===== config.mk =====
export PLATFORM = sky130hd
export DESIGN_NAME = ps2_kbd_receiver_flat
export DESIGN_NICKNAME = d
export VERILOG_FILES = /design/src/rtl/ps2_kbd_receiver_pkg.sv /design/src/rtl/ps2_kbd_receiver_if.sv /design/src/rtl/ps2_kbd_receiver_fifo.sv /design/src/rtl/ps2_kbd_receiver.sv /design/src/flat_wrapper.sv
export SDC_FILE = /design/constraint.sdc
export NUM_CORES = 1
export LEC_CHECK = 0
export ABC_AREA = 1
export CORE_AREA = 2 2 119 121
export DETAILED_ROUTE_END_ITERATION = 7
export DIE_AREA = 0 0 121 123
export GPL_TIMING_DRIVEN = 0
export PLACE_DENSITY = 0.65
export SLEW_MARGIN = 30
export SYNTH_ARGS = -nofsm -noshare
export SYNTH_HDL_FRONTEND = slang
export SYNTH_SLANG_ARGS = --single-unit

===== constraint.sdc =====
create_clock -name clk -period 3.16 [get_ports clk]
set_clock_uncertainty 0.1 [all_clocks]
set_input_delay 0.632 -clock clk [delete_from_list [all_inputs] [get_ports clk]]
set_output_delay 0.632 -clock clk [all_outputs]
set_load 0.005 [all_outputs]

===== src/rtl/ps2_kbd_receiver_pkg.sv =====
// Shared constants, frame layout and parity helpers for the PS/2 keyboard receiver.
package ps2_kbd_receiver_pkg;

   localparam int unsigned PS2_FRAME_BITS = 11;
   localparam int unsigned PS2_CNT_W      = 4;
   localparam logic [7:0]  PS2_BREAK_CODE = 8'hF0;
   localparam logic [7:0]  PS2_EXT_CODE   = 8'hE0;

   // Bit 0 is the first bit on the wire.
   typedef struct packed {
      logic       stop;
      logic       parity;
      logic [7:0] data;
      logic       start;
   } ps2_frame_t;

   function automatic logic odd_parity_ok(input logic [7:0] d, input logic p);
      return ^{d, p};
   endfunction

   function automatic logic frame_ok(input ps2_frame_t f);
      return !f.start && f.stop && odd_parity_ok(f.data, f.parity);
   endfunction

endpackage


===== src/rtl/ps2_kbd_receiver_if.sv =====
// Host-side byte interface: pop strobe from the consumer, head byte and status back.
interface ps2_kbd_receiver_if;
   logic       nextdata_n;
   logic [7:0] data;
   logic       ready;
   logic       overflow;

   modport master (output nextdata_n, input data, ready, overflow);
   modport slave  (input nextdata_n, output data, ready, overflow);
endinterface


===== src/rtl/ps2_kbd_receiver_fifo.sv =====
// Byte FIFO with wrap-bit pointers, registered head/ready and a sticky overflow flag.
module ps2_rx_fifo #(
   parameter int unsigned DEPTH = 8
) (
   input  logic       clk,
   input  logic       rst_n,
   input  logic       push,
   input  logic [7:0] wdata,
   input  logic       pop,
   output logic [7:0] rdata,
   output logic       ready,
   output logic       overflow
);

   localparam int unsigned AW = (DEPTH > 1) ? $clog2(DEPTH) : 1;
   localparam int unsigned PW = AW + 1;

   logic [PW-1:0] wr_q, wr_d, rd_q, rd_d;
   logic [7:0]    mem_q [DEPTH];
   logic [7:0]    mem_d [DEPTH];
   logic [7:0]    rdata_q, rdata_d;
   logic          ready_q, ready_d;
   logic          overflow_q, overflow_d;
   logic          empty_c, full_c, pop_ok_c, push_ok_c;

   assign empty_c = (wr_q == rd_q);
   assign full_c  = (wr_q[AW-1:0] == rd_q[AW-1:0]) && (wr_q[AW] != rd_q[AW]);

   // Pop is resolved first so a push into a full FIFO succeeds when a pop frees a slot.
   always_comb begin
      pop_ok_c   = pop && !empty_c;
      push_ok_c  = push && (!full_c || pop_ok_c);
      mem_d      = mem_q;
      wr_d       = wr_q;
      rd_d       = rd_q;
      overflow_d = overflow_q | (push && !push_ok_c);
      if (push_ok_c) begin
         mem_d[wr_q[AW-1:0]] = wdata;
         wr_d                = wr_q + PW'(1);
      end
      if (pop_ok_c) begin
         rd_d = rd_q + PW'(1);
      end
      ready_d = (wr_d != rd_d);
      rdata_d = mem_d[rd_d[AW-1:0]];
   end

   always_ff @(posedge clk or negedge rst_n) begin
      if (!rst_n) begin
         wr_q       <= '0;
         rd_q       <= '0;
         rdata_q    <= '0;
         ready_q    <= 1'b0;
         overflow_q <= 1'b0;
         for (int i = 0; i < int'(DEPTH); i++) mem_q[i] <= '0;
      end else begin
         wr_q       <= wr_d;
         rd_q       <= rd_d;
         rdata_q    <= rdata_d;
         ready_q    <= ready_d;
         overflow_q <= overflow_d;
         mem_q      <= mem_d;
      end
   end

   assign rdata    = rdata_q;
   assign ready    = ready_q;
   assign overflow = overflow_q;

endmodule


===== src/rtl/ps2_kbd_receiver.sv =====
// PS/2 keyboard receive front end: line synchronisers, 11-bit frame deserialiser, byte FIFO.
module ps2_kbd_receiver
   import ps2_kbd_receiver_pkg::*;
#(
   parameter int unsigned FIFO_DEPTH   = 8,
   parameter int unsigned SYNC_STAGES  = 3,
   parameter int unsigned IDLE_TIMEOUT = 50000
) (
   input  logic                 clk,
   input  logic                 clrn,
   input  logic                 ps2_clk,
   input  logic                 ps2_data,
   ps2_kbd_receiver_if.slave    host
);

   localparam int unsigned TW = (IDLE_TIMEOUT > 1) ? $clog2(IDLE_TIMEOUT) : 1;
   localparam int unsigned SW = PS2_FRAME_BITS - 1;

   logic [SYNC_STAGES-1:0] clk_sync_q, clk_sync_d;
   logic [1:0]             data_sync_q, data_sync_d;
   logic [SW-1:0]          shift_q, shift_d;
   logic [PS2_CNT_W-1:0]   bit_cnt_q, bit_cnt_d;
   logic [TW-1:0]          idle_q, idle_d;
   logic                   push_q, push_d;
   logic [7:0]             byte_q, byte_d;
   logic                   fall_c;
   logic                   bit_c;
   ps2_frame_t             frame_c;

   assign fall_c  = clk_sync_q[SYNC_STAGES-1] & ~clk_sync_q[SYNC_STAGES-2];
   assign bit_c   = data_sync_q[1];
   assign frame_c = ps2_frame_t'({bit_c, shift_q});

   // New bits enter at the top so the first (start) bit ends up at index 0.
   always_comb begin
      clk_sync_d  = {clk_sync_q[SYNC_STAGES-2:0], ps2_clk};
      data_sync_d = {data_sync_q[0], ps2_data};
      shift_d     = shift_q;
      bit_cnt_d   = bit_cnt_q;
      idle_d      = '0;
      push_d      = 1'b0;
      byte_d      = byte_q;
      if (fall_c) begin
         shift_d = {bit_c, shift_q[SW-1:1]};
         if (bit_cnt_q == PS2_CNT_W'(PS2_FRAME_BITS - 1)) begin
            bit_cnt_d = '0;
            push_d    = frame_ok(frame_c);
            byte_d    = frame_c.data;
         end else begin
            bit_cnt_d = bit_cnt_q + PS2_CNT_W'(1);
         end
      end else if ((IDLE_TIMEOUT != 0) && (bit_cnt_q != '0)) begin
         // A stalled partial frame is dropped so the next start bit realigns.
         if (idle_q == TW'(IDLE_TIMEOUT - 1)) begin
            bit_cnt_d = '0;
         end else begin
            idle_d = idle_q + TW'(1);
         end
      end
   end

   always_ff @(posedge clk or negedge clrn) begin
      if (!clrn) begin
         clk_sync_q  <= '1;
         data_sync_q <= '1;
         shift_q     <= '0;
         bit_cnt_q   <= '0;
         idle_q      <= '0;
         push_q      <= 1'b0;
         byte_q      <= '0;
      end else begin
         clk_sync_q  <= clk_sync_d;
         data_sync_q <= data_sync_d;
         shift_q     <= shift_d;
         bit_cnt_q   <= bit_cnt_d;
         idle_q      <= idle_d;
         push_q      <= push_d;
         byte_q      <= byte_d;
      end
   end

   ps2_rx_fifo #(
      .DEPTH (FIFO_DEPTH)
   ) u_fifo (
      .clk      (clk),
      .rst_n    (clrn),
      .push     (push_q),
      .wdata    (byte_q),
      .pop      (~host.nextdata_n),
      .rdata    (host.data),
      .ready    (host.ready),
      .overflow (host.overflow)
   );

endmodule


===== src/flat_wrapper.sv =====
// flat-port wrapper written by rule: the top's interface ports become plain ports
module ps2_kbd_receiver_flat import ps2_kbd_receiver_pkg::*;
#(
   parameter int unsigned FIFO_DEPTH   = 8,
   parameter int unsigned SYNC_STAGES  = 3,
   parameter int unsigned IDLE_TIMEOUT = 50000
)
  (clk, clrn, ps2_clk, ps2_data, host_nextdata_n, host_data, host_ready, host_overflow);
  ps2_kbd_receiver_if host_i ();
  input  logic clk;
  input  logic clrn;
  input  logic ps2_clk;
  input  logic ps2_data;
  input wire logic [$bits(host_i.nextdata_n)-1:0] host_nextdata_n;
  output wire logic [$bits(host_i.data)-1:0] host_data;
  output wire logic [$bits(host_i.ready)-1:0] host_ready;
  output wire logic [$bits(host_i.overflow)-1:0] host_overflow;
  assign host_i.nextdata_n = host_nextdata_n;
  assign host_data = host_i.data;
  assign host_ready = host_i.ready;
  assign host_overflow = host_i.overflow;
  ps2_kbd_receiver #(.FIFO_DEPTH(FIFO_DEPTH), .SYNC_STAGES(SYNC_STAGES), .IDLE_TIMEOUT(IDLE_TIMEOUT)) u_core (.clk(clk), .clrn(clrn), .ps2_clk(ps2_clk), .ps2_data(ps2_data), .host(host_i));
endmodule

==> flow_metrics.py, run 1 <==
metrics = {
    "route": {
        "first_pass_iters": 6,
        "via_count": 5930,
        "via_per_inst": 5.36,
        "routed_wl_mm": 17.2,
        "drc": 0,
        "wl_per_cell_um": 15.5,
        "ant_nets": 0,
        "drt-initial-drc-count": 443,
    },
    "clock_tree": {
        "post-cts-setup-buffers": 0,
        "cts_tree": "yes",
        "clk_pin_slew_ns": 0.05,
        "cts_max_level": 4,
        "cts_sinks": 126,
        "clockBufferDepth": 2,
        "cts-root-buf": "clkbuf_16",
        "tritoncts.num_buffers": 17,
        "worstSkewPairLatency_ns": 0.43,
    },
    "sta": {
        "drv_slew": 0,
        "worstMarginPinSlew_ns": 0.523,
        "grt_setup_unrepaired": "false",
        "hold_viol_final": 0,
        "setup_ws_ns": 0.857,
        "fin_crit_ns": 2.30,
        "fin_hold_ws_ns": 0.255,
        "setup_viol": 0,
        "fmax_ghz": 0.434,
        "period_share": 0.729,
        "slew_headroom": 0.651,
    },
    "yosys": {
        "synth_xor_area_frac": 0.0185,
        "synth-seq-cells": 126,
        "synth-edff-count": 0,
        "synth.top_cell.area_share": 0.456,
        "ys_top_cells_by_area": "dfrtp_1 (46%), nand2_1 (17%), nand3_1 (14%), o21ai_0 (6.7%), inv_1 (2.8%)",
        "synthCells": 879,
        "synth_top_flop_cell": "dfrtp_1",
        "yosysTopAreaCell": "dfrtp_1",
        "async_reset_ff_frac": 1.00,
        "syn-num-nets": 890,
        "syn_avg_cell_area_um2": 7.55,
        "synth_compound_area_frac": 0.0862,
        "ys_warn_count": 0,
        "synthMuxAreaShare": 0,
        "syn_area_mm2": 0.00663,
        "ys_top_cells_by_count": "nand2_1 (308), nand3_1 (180), dfrtp_1 (121)",
        "yosysSeqAreaShare": 0.476,
        "ys_types": 34,
        "synth-adder-area-share": 0.0113,
        "yosysMostFrequentCell": "nand2_1",
        "synth_top_family_by_area": "simple AND/OR/NAND/NOR gates",
        "synth-simple-area-share": 0.340,
    },
    "status": {
        "status": "finished clean",
    },
    "placed_design": {
        "port_buffers": 14,
        "gp_congestion": 0.845,
        "post-place-ws_ns": 0.609,
        "dp_hpwl_mm": 11.9,
    },
    "setup_path": {
        "slowest_delay_ns": 0.34,
        "worstPathArrival_ns": 2.50,
        "worstPathCellList": "buf_4 > inv_2 > nand2_1 > nand2_1 > nor2_2 > nand4_2 > buf_4 > buf_2 > nand3_1 > nand3_1 > nand3_1 > nand2_1 > nand2_1 > nand2_1",
        "worst-path-buf-inv": 4,
        "startpoint_type": "flip-flop",
        "critical_path.startpoint": "u_core.u_fifo.wr_q[0]",
        "path_class": "reg2reg",
        "crit_family": "simple AND/OR/NAND/NOR gates",
        "r2r_start": "u_core.u_fifo.wr_q[0]",
        "cp_common_cell": "nand2_1",
        "critical_path_required_ns": 3.35,
        "path_max_fanout": 10,
        "crit_path_end_kind": "flip-flop",
        "cp_slowest_cell": "dfrtp_1",
    },
    "die": {
        "chipWidth_um": 121,
        "core_mm2": 0.0136,
        "die_area_mm2": 0.0149,
        "num_rows": 43,
        "ios": 15,
        "die_h_um": 123,
        "start_util": 0.487,
    },
    "final_layout": {
        "final_layout_size_suffix_gt1_frac": 0.0831,
        "utilization": 0.560,
        "diodes": 0,
        "multi_input_area_mm2": 0.00302,
        "regArea_mm2": 0.00316,
        "fin_nets": 925,
        "fillers": 1269,
        "syn_to_final_growth_pct": 15.0,
    },
    "hold_path": {
        "hold_class": "reg2reg",
        "hold_start": "u_core.data_sync_q[0]",
    },
    "global_route": {
        "antenna_found_initial": 0,
        "grt_pass1_wl_mm": 28.6,
        "grt_max_degree": 85,
        "grtUsageTotal": 0.251,
        "grt_pass1_vias": 5681,
        "grt-ovfl-total": 0,
    },
    "pwr": {
        "pwr_density_cell_mw_per_mm2": 693,
        "ir_worst_vdd_mv": 0.603,
        "total_power_mw": 5.28,
        "leakagePower_nw": 3.82,
    },
    "run": {
        "drv_cap": 0,
    },
}
-- metal layers --
layer,global-route usage,share of wire,vias up
met2,0.395,0.46,168
li1,-,-,2968
met3,0.0613,0.063,16
met4,0.0850,0.015,0
met5,0,0,-
met1,0.342,0.46,2778
-- metrics by stage --
step,setup TNS (ns),instance area [µm²],std cells
6_report,0,7630,1107
4_1_cts,0,7630,1107
2_1_floorplan,0,6630,879
3_3_place_gp,-456.14,7000,1073
3_5_place_dp,0,7030,1074
5_1_grt,0,7630,1107
-- final cells by class --
cell class	instances	area share
Multi-Input combinational cell	654	0.396
Sequential cell	126	0.414
Inverter	57	0.0284
Tap cell	180	0.0295
Buffer	42	0.0307
Timing Repair Buffer	16	0.0240
Clock inverter	6	0.0113
Clock buffer	26	0.0655
-- sequential cells by signal, summed over array words and instances, names as in the netlist --
register and flops:
u_core.bit_cnt_q 4, u_core.u_fifo.rdata 8, u_core.u_fifo.ready 1, u_core.u_fifo.overflow 1, u_core.byte_q 8, u_core.push_q 1
u_core.u_fifo.wr_q 4, u_core.data_sync_q 2, u_core.u_fifo.rd_q 4, u_core.u_fifo.mem_q 64, u_core.idle_q 16, u_core.clk_sync_q 3
u_core.shift_q 10
-- report_power, final --
group	switching (mW)	internal, mW	leakage, nW
clock network	0.705	1.24	0.285
logic	0.968	0.502	1.83
registers	0.0997	1.76	1.70
total	1.77	3.51	3.82
-- worst paths after layout --
check                                          end  slack (ns)  cells past startpoint
max                         u_core.u_fifo.rdata[2]        0.86                     14
min                          u_core.data_sync_q[1]        0.26                      0
max reg2reg                 u_core.u_fifo.rdata[2]        0.86                     14
min reg2reg                  u_core.data_sync_q[1]        0.26                      0
max in group asynchronous    u_core.data_sync_q[1]        1.63                      3
min in group asynchronous  u_core.u_fifo.mem_q[21]        0.59                      2
-- timing repair --
item,in CTS,in global routing
endpoints found under the hold margin,5,0
endpoints found under the setup margin,0,0
gates resized for setup,0,0
hold buffers,1,0
-- logic make-up after synthesis --
logic type	Yosys count
simple gates	524
buf+inv	99
compound gates	110
flops	126
xor+xnor	14
fa+ha+maj	6
-- cells in the final DEF (no fill, tap or decap), drive strengths merged, types with 2 or more instances in the layout --
| master | netlist | routed |
|---|---|---|
| clkdlybuf4s50 | 0 | 13 |
| clkbuf | 14 | 40 |
| o21ai | 91 | 91 |
| a21oi | 13 | 13 |
| inv | 56 | 56 |
| dfrtp | 121 | 121 |
| clkinv | 1 | 4 |
| nand3 | 180 | 180 |
| xor2 | 6 | 6 |
| nor2 | 21 | 21 |
| nand4 | 4 | 4 |
| xnor2 | 8 | 8 |
| a31oi | 2 | 2 |
| nor3 | 2 | 2 |
| ha | 6 | 6 |
| buf | 28 | 30 |
| dfstp | 5 | 5 |
| nand2 | 314 | 314 |
| bufinv | 0 | 2 |
| o22ai | 2 | 2 |
Note: power is estimated with default switching activity, not from simulation.
==> inputs of run 2 (changes only) <==
==> constraint.sdc (replaced) <==
create_clock -name clk -period 2.2 [get_ports clk]
set_clock_uncertainty 0.1 [all_clocks]
set_input_delay 0.44 -clock clk [delete_from_list [all_inputs] [get_ports clk]]
set_output_delay 0.44 -clock clk [all_outputs]
set_load 0.005 [all_outputs]
==> run 2 against run 1 <==
- core utilization rose by 2.3 points
- final cell count rose by 1.2%
- register-to-register slack got worse by 0.83 ns
- first-iteration DRC count rose by 17%
- global-route usage rose by 0.060 points
- wire length rose by 1.6%
- clock power rose by 44%
- sequential share of layout area fell by 1.6 points
- maximum frequency rose by 6.0%
- combinational power rose by 67%
- design area rose by 4.2%
- largest cell class unchanged
==> flow_metrics.py, run 2 (same netlist as run 1, synthesis figures left out) <==
metrics = {
    "final_layout": {
        "utilization": 0.584,
        "layout_commonest_cell": "nand2_1",
        "most-common-layout-cells": "nand2_1 (304), nand3_1 (170), dfrtp_1 (120)",
        "diodes": 0,
        "syn_to_final_growth_pct": 19.7,
        "final_layout_size_suffix_gt1_frac": 0.128,
        "largest-register": "u_core.u_fifo.mem_q",
        "fin_nets": 938,
        "largest_reg_flops": 64,
        "fin_area_mm2": 0.00794,
        "largest_registers": "u_core.u_fifo.mem_q x64, u_core.idle_q x16, u_core.shift_q x10",
    },
    "clock_tree": {
        "clockBufferDepth": 2,
        "cts_max_level": 4,
        "tritoncts.num_buffers": 17,
        "clk_pin_slew_ns": 0.06,
        "cts_tree": "yes",
        "cts_sinks": 126,
        "cts-root-buf": "clkbuf_16",
        "worstSkewPairLatency_ns": 0.43,
    },
    "pwr": {
        "switchingPower_mw": 2.68,
        "leakagePower_nw": 4.00,
        "p_seq_frac": 0.338,
        "ir_worst_vdd_mv": 0.866,
        "pwr_density_cell_mw_per_mm2": 999,
        "comb_power_share": 0.309,
        "clkPwrFrac": 0.353,
        "p_int_mw": 5.26,
        "netSwitchingFraction": 0.338,
        "total_power_mw": 7.94,
    },
    "setup_path": {
        "path_class": "reg2reg",
        "startpoint_type": "flip-flop",
        "critical_path.startpoint": "u_core.u_fifo.wr_q[0]",
        "worstPathArrival_ns": 2.37,
        "regToRegSetupSlack_ns": 0.03,
        "reg2reg_to": "u_core.u_fifo.rdata[2]",
        "crit_path_end_kind": "flip-flop",
        "crit_end": "u_core.u_fifo.rdata[2]",
        "r2r_start": "u_core.u_fifo.wr_q[0]",
        "path_max_fanout": 10,
        "r2r_cells": 14,
        "critical_path_required_ns": 2.39,
    },
    "placed_design": {
        "gp_congestion": 0.845,
        "placed_cell_area_mm2": 0.00703,
        "port_buffers": 14,
        "dp_hpwl_mm": 11.9,
    },
    "route": {
        "wl_per_cell_um": 15.6,
        "routed_wl_mm": 17.5,
        "first_pass_iters": 6,
        "via_count": 6067,
        "drt-initial-drc-count": 520,
        "via_per_inst": 5.42,
        "ant_nets": 0,
        "drc": 0,
    },
    "global_route": {
        "grt_pass1_wl_mm": 28.7,
        "antenna_found_initial": 0,
        "grt-ovfl-total": 0,
        "grt_max_degree": 85,
        "grt_pass1_vias": 5681,
        "grtUsageTotal": 0.252,
    },
    "sta": {
        "tns_ns": 0,
        "fin_crit_ns": 2.17,
        "drv_slew": 0,
        "fmax_ghz": 0.460,
        "fin_hold_ws_ns": 0.255,
        "setup_viol": 0,
        "hold_viol_final": 0,
        "worstMarginPinSlew_ns": 0.530,
        "slew_headroom": 0.646,
        "period_share": 0.988,
        "grt_setup_unrepaired": "true",
    },
    "run": {
        "drv_cap": 0,
    },
    "die": {
        "die_area_mm2": 0.0149,
        "die_h_um": 123,
        "chipWidth_um": 121,
        "start_util": 0.487,
        "ios": 15,
        "num_rows": 43,
        "core_mm2": 0.0136,
    },
    "status": {
        "status": "finished clean",
    },
    "hold_path": {
        "hold_class": "reg2reg",
    },
}
[run 2: cell types whose count changed in the layout (fill, tap and decap cells not counted), sizes merged]
| cell | delta |
|---|---|
| buf | +7 |
| clkbuf | +6 |
| clkinvlp | +1 |
| inv | -1 |
[run 2: worst min-delay path by stage]
stage | startpoint | end | slack (ns) | cells after the start
after floorplan | clrn | u_core.bit_cnt_q[0] | 0.04 | 0
after global placement | u_core.data_sync_q[0] | u_core.data_sync_q[1] | 0.25 | 0
after detailed placement | clrn | u_core.u_fifo.mem_q[21] | 0.25 | 1
after CTS | u_core.data_sync_q[0] | u_core.data_sync_q[1] | 0.26 | 0
after global routing | u_core.data_sync_q[0] | u_core.data_sync_q[1] | 0.26 | 0
final | u_core.data_sync_q[0] | u_core.data_sync_q[1] | 0.26 | 0
[run 2: stage by stage]
stage	cells	setup WS [ns]
2_1_floorplan	879	0.407
3_3_place_gp	1073	-4.46
3_5_place_dp	1074	-0.159
4_1_cts	1110	0.000155
5_1_grt	1120	-0.0593
6_report	1120	0.0266
[run 2: repair_timing]
action | in CTS | in global routing
gates cloned | 0 | 0
pin swaps | 2 | 5
gates resized for setup | 8 | 73
hold buffers | 1 | 0
hold endpoints to repair | 42 | 0
buffers inserted | 3 | 10
setup endpoints to repair | 5 | 19
[run 2: area by class of cell]
cell class / instances / area, µm²
timing repair buffer: 29 / 284
inverter: 57 / 230
clock inverter: 6 / 86.3
clock buffer: 26 / 499
sequential: 126 / 3160
fill: 1236 / 5670
tap: 180 / 225
multi-input combinational: 654 / 3140
buffer: 42 / 320
[run 2: critical path: stages, from the launching register on]
cell     delay [ns]
dfrtp_1        0.37
buf_6          0.14
inv_4          0.05
nand2_1        0.05
nand2_1        0.08
nor2_4         0.17
nand4_4        0.14
buf_6          0.18
buf_4          0.18
nand3_1        0.13
nand3_2        0.12
nand3_2        0.09
nand2_1        0.09
nand2_1        0.07
nand2_1        0.08
[run 2: layer usage]
| metal | track usage | wire, µm | vias to the layer above | part of all wire |
|---|---|---|---|---|
| met2 | 0.396 | 8110 | 192 | 0.46 |
| met3 | 0.0613 | 1150 | 24 | 0.066 |
| li1 | - | - | 2991 | - |
| met4 | 0.0836 | 352 | 0 | 0.020 |
| met1 | 0.344 | 7830 | 2860 | 0.45 |
| met5 | 0 | 0 | - | 0 |
[run 2: power by group through the flow]
stage	Clock, mW	Sequential, mW	Combinational, mW
2_1_floorplan	0	2.70	1.37
3_3_place_gp	0	2.71	2.07
3_5_place_dp	0	2.71	2.09
4_1_cts	2.84	2.68	2.15
5_1_grt	2.94	2.72	2.70
6_report	2.80	2.68	2.45
==> inputs of run 3 (changes only) <==
--- a/config.mk
+++ b/config.mk
@@ -6,6 +6,7 @@
 export NUM_CORES = 1
 export LEC_CHECK = 0
 export ABC_AREA = 1
+export CAP_MARGIN = 20
 export CORE_AREA = 2 2 119 121
 export DETAILED_ROUTE_END_ITERATION = 7
 export DIE_AREA = 0 0 121 123
==> results of run 3 <==
No change in the layout: final DEF, timing and power equal those of run 2.
